**src/rtl/nibble_serial_adder_pkg.sv**
```systemverilog
// Shared constants for the nibble-serial wide adder: FSM state encoding and digit width.
package nibble_serial_adder_pkg;

  localparam logic [1:0] S_IDLE = 2'd0;
  localparam logic [1:0] S_RUN  = 2'd1;
  localparam logic [1:0] S_DONE = 2'd2;

  localparam int DIGIT_W = 4;

endpackage

```
**src/rtl/nibble_serial_adder_cla.sv**
```systemverilog
// 4-bit carry-lookahead adder slice; every carry is computed directly from
// generate/propagate terms so there is no ripple inside the slice.
module jcarrylookaheadadder (
  output logic [3:0] sum,
  output logic       carryout,
  input  logic [3:0] A,
  input  logic [3:0] B,
  input  logic       carryin
);

  logic [3:0] g;
  logic [3:0] p;
  logic [4:0] c;

  assign g = A & B;
  assign p = A ^ B;

  assign c[0] = carryin;
  assign c[1] = g[0] | (p[0] & carryin);
  assign c[2] = g[1] | (p[1] & g[0]) | (p[1] & p[0] & carryin);
  assign c[3] = g[2] | (p[2] & g[1]) | (p[2] & p[1] & g[0])
              | (p[2] & p[1] & p[0] & carryin);
  assign c[4] = g[3] | (p[3] & g[2]) | (p[3] & p[2] & g[1])
              | (p[3] & p[2] & p[1] & g[0])
              | (p[3] & p[2] & p[1] & p[0] & carryin);

  assign sum      = p ^ c[3:0];
  assign carryout = c[4];

endmodule

```
**src/rtl/nibble_serial_adder.sv**
```systemverilog
// Wide adder that reuses one 4-bit CLA slice over NIBBLES clocks, low nibble first,
// carrying between nibbles through carry_r.
module nibble_serial_adder
  import nibble_serial_adder_pkg::*;
#(
  parameter int NIBBLES = 4
) (
  input  logic                         clk,
  input  logic                         reset,
  input  logic                         start,
  input  logic [DIGIT_W*NIBBLES-1:0]   a,
  input  logic [DIGIT_W*NIBBLES-1:0]   b,
  input  logic                         cin,
  output logic                         ready,
  output logic                         busy,
  output logic                         done,
  output logic [DIGIT_W*NIBBLES-1:0]   sum,
  output logic                         cout,
  output logic                         ovf
);

  localparam int W     = DIGIT_W * NIBBLES;
  localparam int IDX_W = (NIBBLES > 1) ? $clog2(NIBBLES) : 1;
  localparam logic [IDX_W-1:0] LAST = IDX_W'(NIBBLES - 1);

  logic [1:0]         state;
  logic [IDX_W-1:0]   idx;
  logic               carry_r;
  logic [W-1:0]       a_r;
  logic [W-1:0]       b_r;
  logic [W-1:0]       sum_r;
  logic               cout_r;
  logic               ovf_r;
  logic [DIGIT_W-1:0] a_nib;
  logic [DIGIT_W-1:0] b_nib;
  logic [DIGIT_W-1:0] slice_sum;
  logic               slice_cout;
  logic               accept;

  assign a_nib  = a_r[DIGIT_W*idx +: DIGIT_W];
  assign b_nib  = b_r[DIGIT_W*idx +: DIGIT_W];
  assign accept = start && ((state == S_IDLE) || (state == S_DONE));

  jcarrylookaheadadder u_slice (
    .sum      (slice_sum),
    .carryout (slice_cout),
    .A        (a_nib),
    .B        (b_nib),
    .carryin  (carry_r)
  );

  // DONE accepts a new start just like IDLE, giving one result every NIBBLES+1 cycles.
  always_ff @(posedge clk) begin
    if (reset) begin
      state   <= S_IDLE;
      idx     <= '0;
      carry_r <= 1'b0;
      a_r     <= '0;
      b_r     <= '0;
      sum_r   <= '0;
      cout_r  <= 1'b0;
      ovf_r   <= 1'b0;
    end else if (accept) begin
      a_r     <= a;
      b_r     <= b;
      carry_r <= cin;
      idx     <= '0;
      state   <= S_RUN;
    end else begin
      case (state)
        S_RUN: begin
          sum_r[DIGIT_W*idx +: DIGIT_W] <= slice_sum;
          carry_r <= slice_cout;
          if (idx == LAST) begin
            cout_r <= slice_cout;
            ovf_r  <= (a_r[W-1] == b_r[W-1]) && (slice_sum[DIGIT_W-1] != a_r[W-1]);
            state  <= S_DONE;
          end else begin
            idx <= idx + 1'b1;
          end
        end
        default: state <= S_IDLE;
      endcase
    end
  end

  assign ready = (state == S_IDLE) || (state == S_DONE);
  assign busy  = (state == S_RUN);
  assign done  = (state == S_DONE);
  assign sum   = sum_r;
  assign cout  = cout_r;
  assign ovf   = ovf_r;

endmodule

```
**config.mk**
```make
export PLATFORM = sky130hd
export DESIGN_NAME = nibble_serial_adder
export DESIGN_NICKNAME = d
export VERILOG_FILES = /design/src/rtl/nibble_serial_adder_pkg.sv /design/src/rtl/nibble_serial_adder_cla.sv /design/src/rtl/nibble_serial_adder.sv
export SDC_FILE = /design/constraint.sdc
export NUM_CORES = 1
export LEC_CHECK = 0
export CORE_MARGIN = 5
export CORE_UTILIZATION = 44
export CTS_CLUSTER_SIZE = 25
export DETAILED_ROUTE_END_ITERATION = 10
export HOLD_SLACK_MARGIN = 0.08
export PLACE_DENSITY = 0.81
export SLEW_MARGIN = 20
export SYNTH_ARGS = -nofsm -noshare
export SYNTH_HDL_FRONTEND = slang
export SYNTH_SLANG_ARGS = --single-unit
```
**constraint.sdc**
```tcl
create_clock -name clk -period 2.5 [get_ports clk]
set_input_delay 0.375 -clock clk [delete_from_list [all_inputs] [get_ports clk]]
set_output_delay 0.375 -clock clk [all_outputs]
set_load 0.02 [all_outputs]
```
==> flow_summary.ini, run 1 <==
[outcome]
status = completed

[drt]
drc_errors = 0
drt-initial-drc-count = 93
wl_per_cell_um = 13.1
avgViaCountPerCell = 5.13
drt_pass1_iterations = 4
vias = 2025
wirelength_um = 5180
ant_nets = 0

[sta]
worst_hold_slack_ns = 0.459
finalSetupViolCount = 0
fmax_mhz = 423
finalClockSkew_ns = 0.0106
period_needed_ns = 2.36
tightestPinTransition_ns = 0.532
hold_violations = 0
min_period_over_period = 0.945
tns_ns = 0
drv_slew = 0
slew_headroom = 0.645

[logic_synthesis]
synth.mux.area_fraction = 0.0787
synth-edff-count = 0
synth_area_per_cell_um2 = 9.12
synth_compound_area_frac = 0.140
synthTopCellsByCount = nand2_1, dfxtp_1, a21oi_1, nor2_1, a22oi_1
synth_top_area_cell = dfxtp_1
syn_area_um2 = 2420
synth_cell_type_count = 28
ys_seq_area_frac = 0.456
ys_dominant_reg_cell = dfxtp_1
async_reset_ff_frac = 0
synth_top_family_by_area = simple AND/OR/NAND/NOR gates
yosysWarnings = 0
syn-num-nets = 312
synth_fa_ha_area_frac = 0.0601
synthXorXnorAreaFrac = 0.0145
synth.most_common_cell = nand2_1
synthCells = 265
synth_area_leaders = dfxtp_1, nand2_1, mux4_2
synth_top_cell_area_share = 0.456
ys_ff_latch = 55
yosys.area_share.simple = 0.219

[grt]
first_global_vias = 1921
grt_pass1_wl_um = 8660
grt_max_degree = 38
grt-ovfl-total = 0
antenna_found_initial = 0
track_usage = 0.151

[floorplan]
initial_core_util = 0.447
die_x_um = 84.1
num_rows = 27
die_h_um = 84.1
core_area_um2 = 5410
ioPinCount = 57
dieArea_um2 = 7070

[cts]
clk_pin_slew_ns = 0.10
cts_buffers = 5
clock-root-buffer = clkbuf_8
cts_tree = yes
clock_path_buffers = 2
cts_sinks = 55
htreeDepth = 2
insertion_delay_ns = 0.32

[power]
vdd_drop_max_mv = 0.294
p_leak_nw = 1.26
pwr_density_cell_nw_per_um2 = 601

[final_layout]
area_growth_pct = 33.1
fin_util = 0.595
drive_above_1_share = 0.111
final_area_um2 = 3220
layout.nets = 369
num_antenna_cells = 0

[critical_path]
cp_data_arrival_time_ns = 2.55
path_delay_family = compound AO/OA/AOI/OAI gates
critPathCaptureType = flop
r2r_end = sum[15]
crit_chain = mux4_2 > ha_1 > a21o_1 > a31oi_2 > xnor2_2 > buf_4 > a22oi_1 > nor2_1
slowest_delay_ns = 0.55
reg2reg_from = idx[0]
worstRegToRegCells = 8
critical_path.slowest_cell = mux4_2
cp.required_ns = 2.69
r2r_setup_slack_ns = 0.14
crit_path_max_fanout = 8
worstSetupPathType = flop to flop
critPathBufInv = 1
startpoint_type = flop

[min_path]
worstHoldPathType = flop to flop
hold-path-endpoint = a_r[2]
min_delay_path_depth = 2
hold_start = a_r[2]

[run]
max-cap-violations = 0

[placement]
placed_cell_area_um2 = 3060
io_buffers = 56
routabilityCongestion = 0.814
dp_hpwl_um = 3960
power by group:
part | internal [mW] | switching [mW]
registers | 0.915 | 0.0280
clock network | 0.400 | 0.283
logic | 0.154 | 0.152
total | 1.47 | 0.463
cell families after synthesis:
family	Yosys count
mux	9
xor+xnor	4
fa+ha+maj	11
compound gates	55
simple gates	112
buf+inv	19
flops	55
metal layers:
metal  wire [um]  track usage  share of wire
met1        2170        0.176           0.42
met2        2590        0.261           0.50
met3         354       0.0484          0.068
met4          68       0.0497          0.013
met5           0            0              0
registers in the layout, indices dropped and copies added, names as in the netlist:
name     cells
a_r         16
b_r         16
sum         16
idx          2
state        2
carry_r      1
cout         1
ovf          1
area by class of cell:
class | count | area (um^2)
flip-flops and latches | 55 | 1100
well taps | 72 | 90.1
multi-input cells | 191 | 1250
repair buffers | 66 | 631
inverters | 3 | 11.3
clock inverters | 2 | 60.1
clock buffers | 6 | 72.6
fillers | 508 | 2190
cell usage in the layout (no fill, tap or decap), types with 2 or more instances in the layout:
| master | instances |
|---|---|
| nand2_1 | 72 |
| clkdlybuf4s50_1 | 55 |
| dfxtp_1 | 54 |
| a21oi_1 | 34 |
| nor2_1 | 24 |
| a22oi_1 | 16 |
| ha_1 | 10 |
| buf_4 | 10 |
| mux4_2 | 8 |
| nor3_1 | 5 |
| clkbuf_8 | 5 |
| inv_1 | 3 |
| nor4b_4 | 3 |
| and2b_1 | 2 |
| a21o_1 | 2 |
| xnor2_1 | 2 |
| bufinv_16 | 2 |
stage by stage:
step / total power, mW / setup slack (ns) / cells
floorplan: 1.14 / 0.0389 / 265
global placement: 1.26 / 0.135 / 385
detailed placement: 1.27 / 0.0333 / 385
CTS: 1.94 / 0.0100 / 393
global route: 2.02 / -0.00135 / 395
finish: 1.93 / 0.138 / 395
worst max path at each step:
stage            from  endpoint  cells after the start
2_1_floorplan  idx[0]       ovf                      8
3_3_place_gp   idx[0]       ovf                      7
3_5_place_dp   idx[0]   sum[15]                      8
4_1_cts        idx[0]       ovf                      7
5_1_grt        idx[0]   sum[15]                      8
6_report       idx[0]   sum[15]                      8
what timing repair did:
| action | in CTS | in global routing |
|---|---|---|
| setup buffers | 0 | 2 |
| endpoints found under the hold margin | 0 | 0 |
| setup endpoints to repair | 0 | 7 |
| resized for setup | 0 | 2 |
| hold buffers | 0 | 0 |
worst register-to-register path: cells and delay by family, from the launching register on:
family | cells | cell delay [ns]
xor gates and xnor gates | 1 | 0.11
AOI/OAI and AO/OA | 3 | 0.61
muxes | 1 | 0.55
DFF | 1 | 0.43
and+or+nand+nor | 1 | 0.06
buffers and inverters | 1 | 0.15
adders and majority gates | 1 | 0.31
Note: power is estimated with default switching activity, not from simulation.
==> run 2, diff against run 1 <==
--- a/config.mk
+++ b/config.mk
@@ -6,11 +6,12 @@
 export NUM_CORES = 1
 export LEC_CHECK = 0
 export CORE_MARGIN = 5
-export CORE_UTILIZATION = 44
+export CORE_UTILIZATION = 46
+export CTS_BUF_LIST = sky130_fd_sc_hd__clkbuf_8
 export CTS_CLUSTER_SIZE = 25
 export DETAILED_ROUTE_END_ITERATION = 10
 export HOLD_SLACK_MARGIN = 0.08
-export PLACE_DENSITY = 0.81
+export PLACE_DENSITY = 0.84
 export SLEW_MARGIN = 20
 export SYNTH_ARGS = -nofsm -noshare
 export SYNTH_HDL_FRONTEND = slang
==> flow_summary.ini, run 2 (synthesized netlist as in run 1, its figures left out) <==
[final_layout]
drive_above_1_share = 0.114
fin_cells = 394
layout_commonest_cell = nand2_1
multi_input_area_um2 = 1240
final_area_um2 = 3200
ff_latch_area_um2 = 1100
final_cell_mix = nand2_1, clkdlybuf4s50_1, dfxtp_1
layout.nets = 371
num_antenna_cells = 0
area_growth_pct = 32.3
num-fill-cells = 428

[grt]
antenna_found_initial = 0
first_global_vias = 1931
grt-ovfl-total = 0
grt_pass1_wl_um = 8390
track_usage = 0.161
grt_max_degree = 38

[cts]
cts_tree = yes
clock_path_buffers = 2
insertion_delay_ns = 0.30
cts_sinks = 55
clock-root-buffer = clkbuf_8
ctsHoldBuffers = 0
cts_buffers = 5
htreeDepth = 2
clk_pin_slew_ns = 0.09

[drt]
drt-initial-drc-count = 74
vias = 2037
wl_per_cell_um = 13.8
drc_errors = 0
avgViaCountPerCell = 5.17
drt_pass1_iterations = 4
ant_nets = 0
wirelength_um = 5440

[sta]
setup_slack_ns = 0.142
slew_headroom = 0.671
hold_violations = 0
finalSetupViolCount = 0
tightestPinTransition_ns = 0.490
period_needed_ns = 2.36
finalClockSkew_ns = 0.00521
rsz0062_at_grt = no
drv_slew = 0
min_period_over_period = 0.943
tns_ns = 0
fmax_mhz = 424

[floorplan]
num_rows = 26
die_x_um = 82.5
core_area_um2 = 5110
dieArea_um2 = 6800
ioPinCount = 57
die_h_um = 82.5
initial_core_util = 0.473

[placement]
pre_cts_slack_ns = 0.0442
dp_cells = 384
io_buffers = 56
dp_hpwl_um = 4000
routabilityCongestion = 0.801
placed_cell_area_um2 = 3060

[power]
p_leak_nw = 1.25
pwr_density_cell_nw_per_um2 = 572
vdd_drop_max_mv = 0.307
power_mw = 1.83

[critical_path]
startpoint_type = flop
critPathCaptureType = flop
crit_path_max_fanout = 8
worstSetupPathType = flop to flop
cp_data_arrival_time_ns = 2.57
cp.required_ns = 2.72
reg2reg_from = idx[0]
r2r_setup_slack_ns = 0.14
r2r_end = ovf
worstRegToRegCells = 7

[run]
max-cap-violations = 0

[outcome]
status = completed

[min_path]
min_delay_path_depth = 2
hold_start = a_r[2]
hold-path-endpoint = a_r[2]
worstHoldPathType = flop to flop
==> run 2: timing repair <==
item                       4_1_cts  5_1_grt
gates resized for setup          0        1
setup endpoints to repair        0        8
setup buffers                    0        3
==> run 2: layout make-up <==
cell class	count	area share
sequential	55	0.346
tap	70	0.0274
clock inverter	2	0.0117
inverter	3	0.00352
multi-input combinational	191	0.388
clock buffer	5	0.0215
timing repair buffer	68	0.202
==> run 2: worst max-delay path, cell delays in order, from the launching register on <==
cell      delay [ns]
dfxtp_4         0.42
mux4_2          0.54
ha_1            0.31
a21o_1          0.20
a31oi_2         0.22
xnor2_1         0.20
nand2_1         0.10
a311oi_2        0.27
==> run 2: worst max-delay path by stage <==
stage               endpoint  cells after the start  slack (ns)   start
finish                   ovf                      7        0.14  idx[0]
global route             ovf                      7        0.02  idx[0]
CTS                      ovf                      7        0.02  idx[0]
detailed placement   sum[15]                      8        0.04  idx[0]
global placement         ovf                      7        0.14  idx[0]
floorplan                ovf                      8        0.04  idx[0]
==> run 2: metal layers <==
| layer | vias up | wire [um] | track usage |
|---|---|---|---|
| met5 | - | 0 | 0 |
| met2 | 60 | 2890 | 0.311 |
| met4 | 0 | 49 | 0.0432 |
| met3 | 5 | 327 | 0.0401 |
| met1 | 956 | 2170 | 0.172 |
| li1 | 1016 | - | - |
==> run 2: stage by stage <==
stage	util	hold WS, ns
floorplan	-	0.433
global placement	0.600	0.441
detailed placement	0.600	0.446
CTS	0.621	0.461
global route	0.626	0.478
finish	0.626	0.459
==> run 2: power breakdown <==
part           total (mW)  switching, mW  internal [mW]
clock network       0.572          0.279          0.293
logic               0.312          0.155          0.157
registers           0.944         0.0289          0.915
total                1.83          0.462           1.37
==> run 3, diff against run 2 <==
--- a/config.mk
+++ b/config.mk
@@ -5,12 +5,12 @@
 export SDC_FILE = /design/constraint.sdc
 export NUM_CORES = 1
 export LEC_CHECK = 0
-export CORE_MARGIN = 5
+export CORE_MARGIN = 3
 export CORE_UTILIZATION = 46
 export CTS_BUF_LIST = sky130_fd_sc_hd__clkbuf_8
 export CTS_CLUSTER_SIZE = 25
 export DETAILED_ROUTE_END_ITERATION = 10
-export HOLD_SLACK_MARGIN = 0.08
+export HOLD_SLACK_MARGIN = 0.05
 export PLACE_DENSITY = 0.84
 export SLEW_MARGIN = 20
 export SYNTH_ARGS = -nofsm -noshare
==> flow_summary.ini, run 3 (synthesized netlist as in run 1, its figures left out) <==
[drt]
avgViaCountPerCell = 5.08
vias = 1980
wirelength_um = 5140
ant_nets = 0
drt-initial-drc-count = 57
drc_errors = 0
drt_pass1_iterations = 4
wl_per_cell_um = 13.2

[placement]
dp_cells = 381
io_buffers = 56
routabilityCongestion = 0.802
dp_hpwl_um = 3940

[floorplan]
num_rows = 25
ioPinCount = 57
core_area_um2 = 4910
die_x_um = 78.5
initial_core_util = 0.492
dieArea_um2 = 6160
die_h_um = 78.5

[final_layout]
layout.nets = 370
multi_input_area_um2 = 1250
area_growth_pct = 32.0
drive_above_1_share = 0.111
num_antenna_cells = 0
layout_commonest_cell = nand2_1
ff_latch_area_um2 = 1100
fin_cells = 390
num-fill-cells = 423
final_cell_mix = nand2_1, clkdlybuf4s50_1, dfxtp_1

[sta]
slew_headroom = 0.673
tightestPinTransition_ns = 0.487
period_needed_ns = 2.31
finalClockSkew_ns = 0.00582
finalSetupViolCount = 0
fmax_mhz = 433
hold_violations = 0
drv_slew = 0
min_period_over_period = 0.924

[critical_path]
worstSetupPathType = flop to flop
slowest_delay_ns = 0.55
critical_path.slowest_cell = mux4_2
critPathBufInv = 1
cp.required_ns = 2.68
crit_path_max_fanout = 8
path_delay_family = compound AO/OA/AOI/OAI gates
critPathCaptureType = flop
crit_chain = mux4_2 > ha_1 > a21o_1 > a31oi_2 > xnor2_2 > buf_4 > a22oi_1 > nor2_1
cp_data_arrival_time_ns = 2.49
startpoint_type = flop

[power]
vdd_drop_max_mv = 0.315
p_leak_nw = 1.25
power_mw = 1.81
pwr_density_cell_nw_per_um2 = 566

[cts]
insertion_delay_ns = 0.30
htreeDepth = 2
cts_buffers = 5
ctsHoldBuffers = 0
cts_sinks = 55
clk_pin_slew_ns = 0.09
clock_path_buffers = 2
clock-root-buffer = clkbuf_8
cts_tree = yes

[min_path]
worstHoldPathType = input port to flop

[grt]
grt_max_degree = 33
track_usage = 0.177
antenna_found_initial = 0
grt_pass1_wl_um = 8700
grt-ovfl-total = 0
first_global_vias = 1949

[outcome]
status = completed

[run]
max-cap-violations = 0
-- run 3: cell types whose count changed in the layout (fill, tap and decap cells not counted), sizes merged --
cell,delta
clkinvlp,-1
inv,+1
buf,-1
-- run 3: final timing paths --
| check | start | endpoint | slack [ns] | cells after the start |
|---|---|---|---|---|
| hold / removal | reset | sum[6] | 0.45 | 2 |
| setup reg to reg | idx[0] | sum[11] | 0.19 | 8 |
| hold reg to reg | b_r[9] | b_r[9] | 0.46 | 2 |
| setup / recovery | idx[0] | sum[11] | 0.19 | 8 |
-- run 3: power by group --
group	total (mW)	switching [mW]	internal [mW]	leakage, nW
clock	0.555	0.265	0.290	0.0554
combinational	0.307	0.152	0.155	0.748
sequential	0.943	0.0283	0.915	0.450
-- run 3: final cells by class --
type                            instances  area share
Clock inverter                          2      0.0106
Sequential cell                        55       0.347
Clock buffer                            5      0.0216
Multi-Input combinational cell        191       0.391
Inverter                                3     0.00353
Tap cell                               67      0.0263
Timing Repair Buffer                   67       0.200
-- run 3: timing repair --
| item | CTS | global route |
|---|---|---|
| setup buffers | 0 | 2 |
| endpoints found under the setup margin | 0 | 6 |
| gates resized for setup | 0 | 2 |
-- run 3: through the flow --
step / hold WS [ns] / setup slack [ns] / TNS [ns] / area, um^2 / util
6_report: 0.448 / 0.191 / 0 / 3190 / 0.649
4_1_cts: 0.447 / 0.0697 / 0 / 3160 / 0.644
5_1_grt: 0.473 / -0.00188 / -0.00188 / 3190 / 0.649
3_3_place_gp: 0.441 / 0.131 / 0 / 3060 / 0.623
2_1_floorplan: 0.433 / 0.0389 / 0 / 2420 / -
3_5_place_dp: 0.445 / 0.0875 / 0 / 3060 / 0.623
-- run 3: per-layer routing --
| layer | GRT usage | share of wire | up-vias |
|---|---|---|---|
| li1 | - | - | 1015 |
| met1 | 0.203 | 0.43 | 893 |
| met2 | 0.312 | 0.50 | 59 |
| met3 | 0.0424 | 0.043 | 13 |
| met4 | 0.0787 | 0.026 | 0 |
| met5 | 0 | 0 | - |
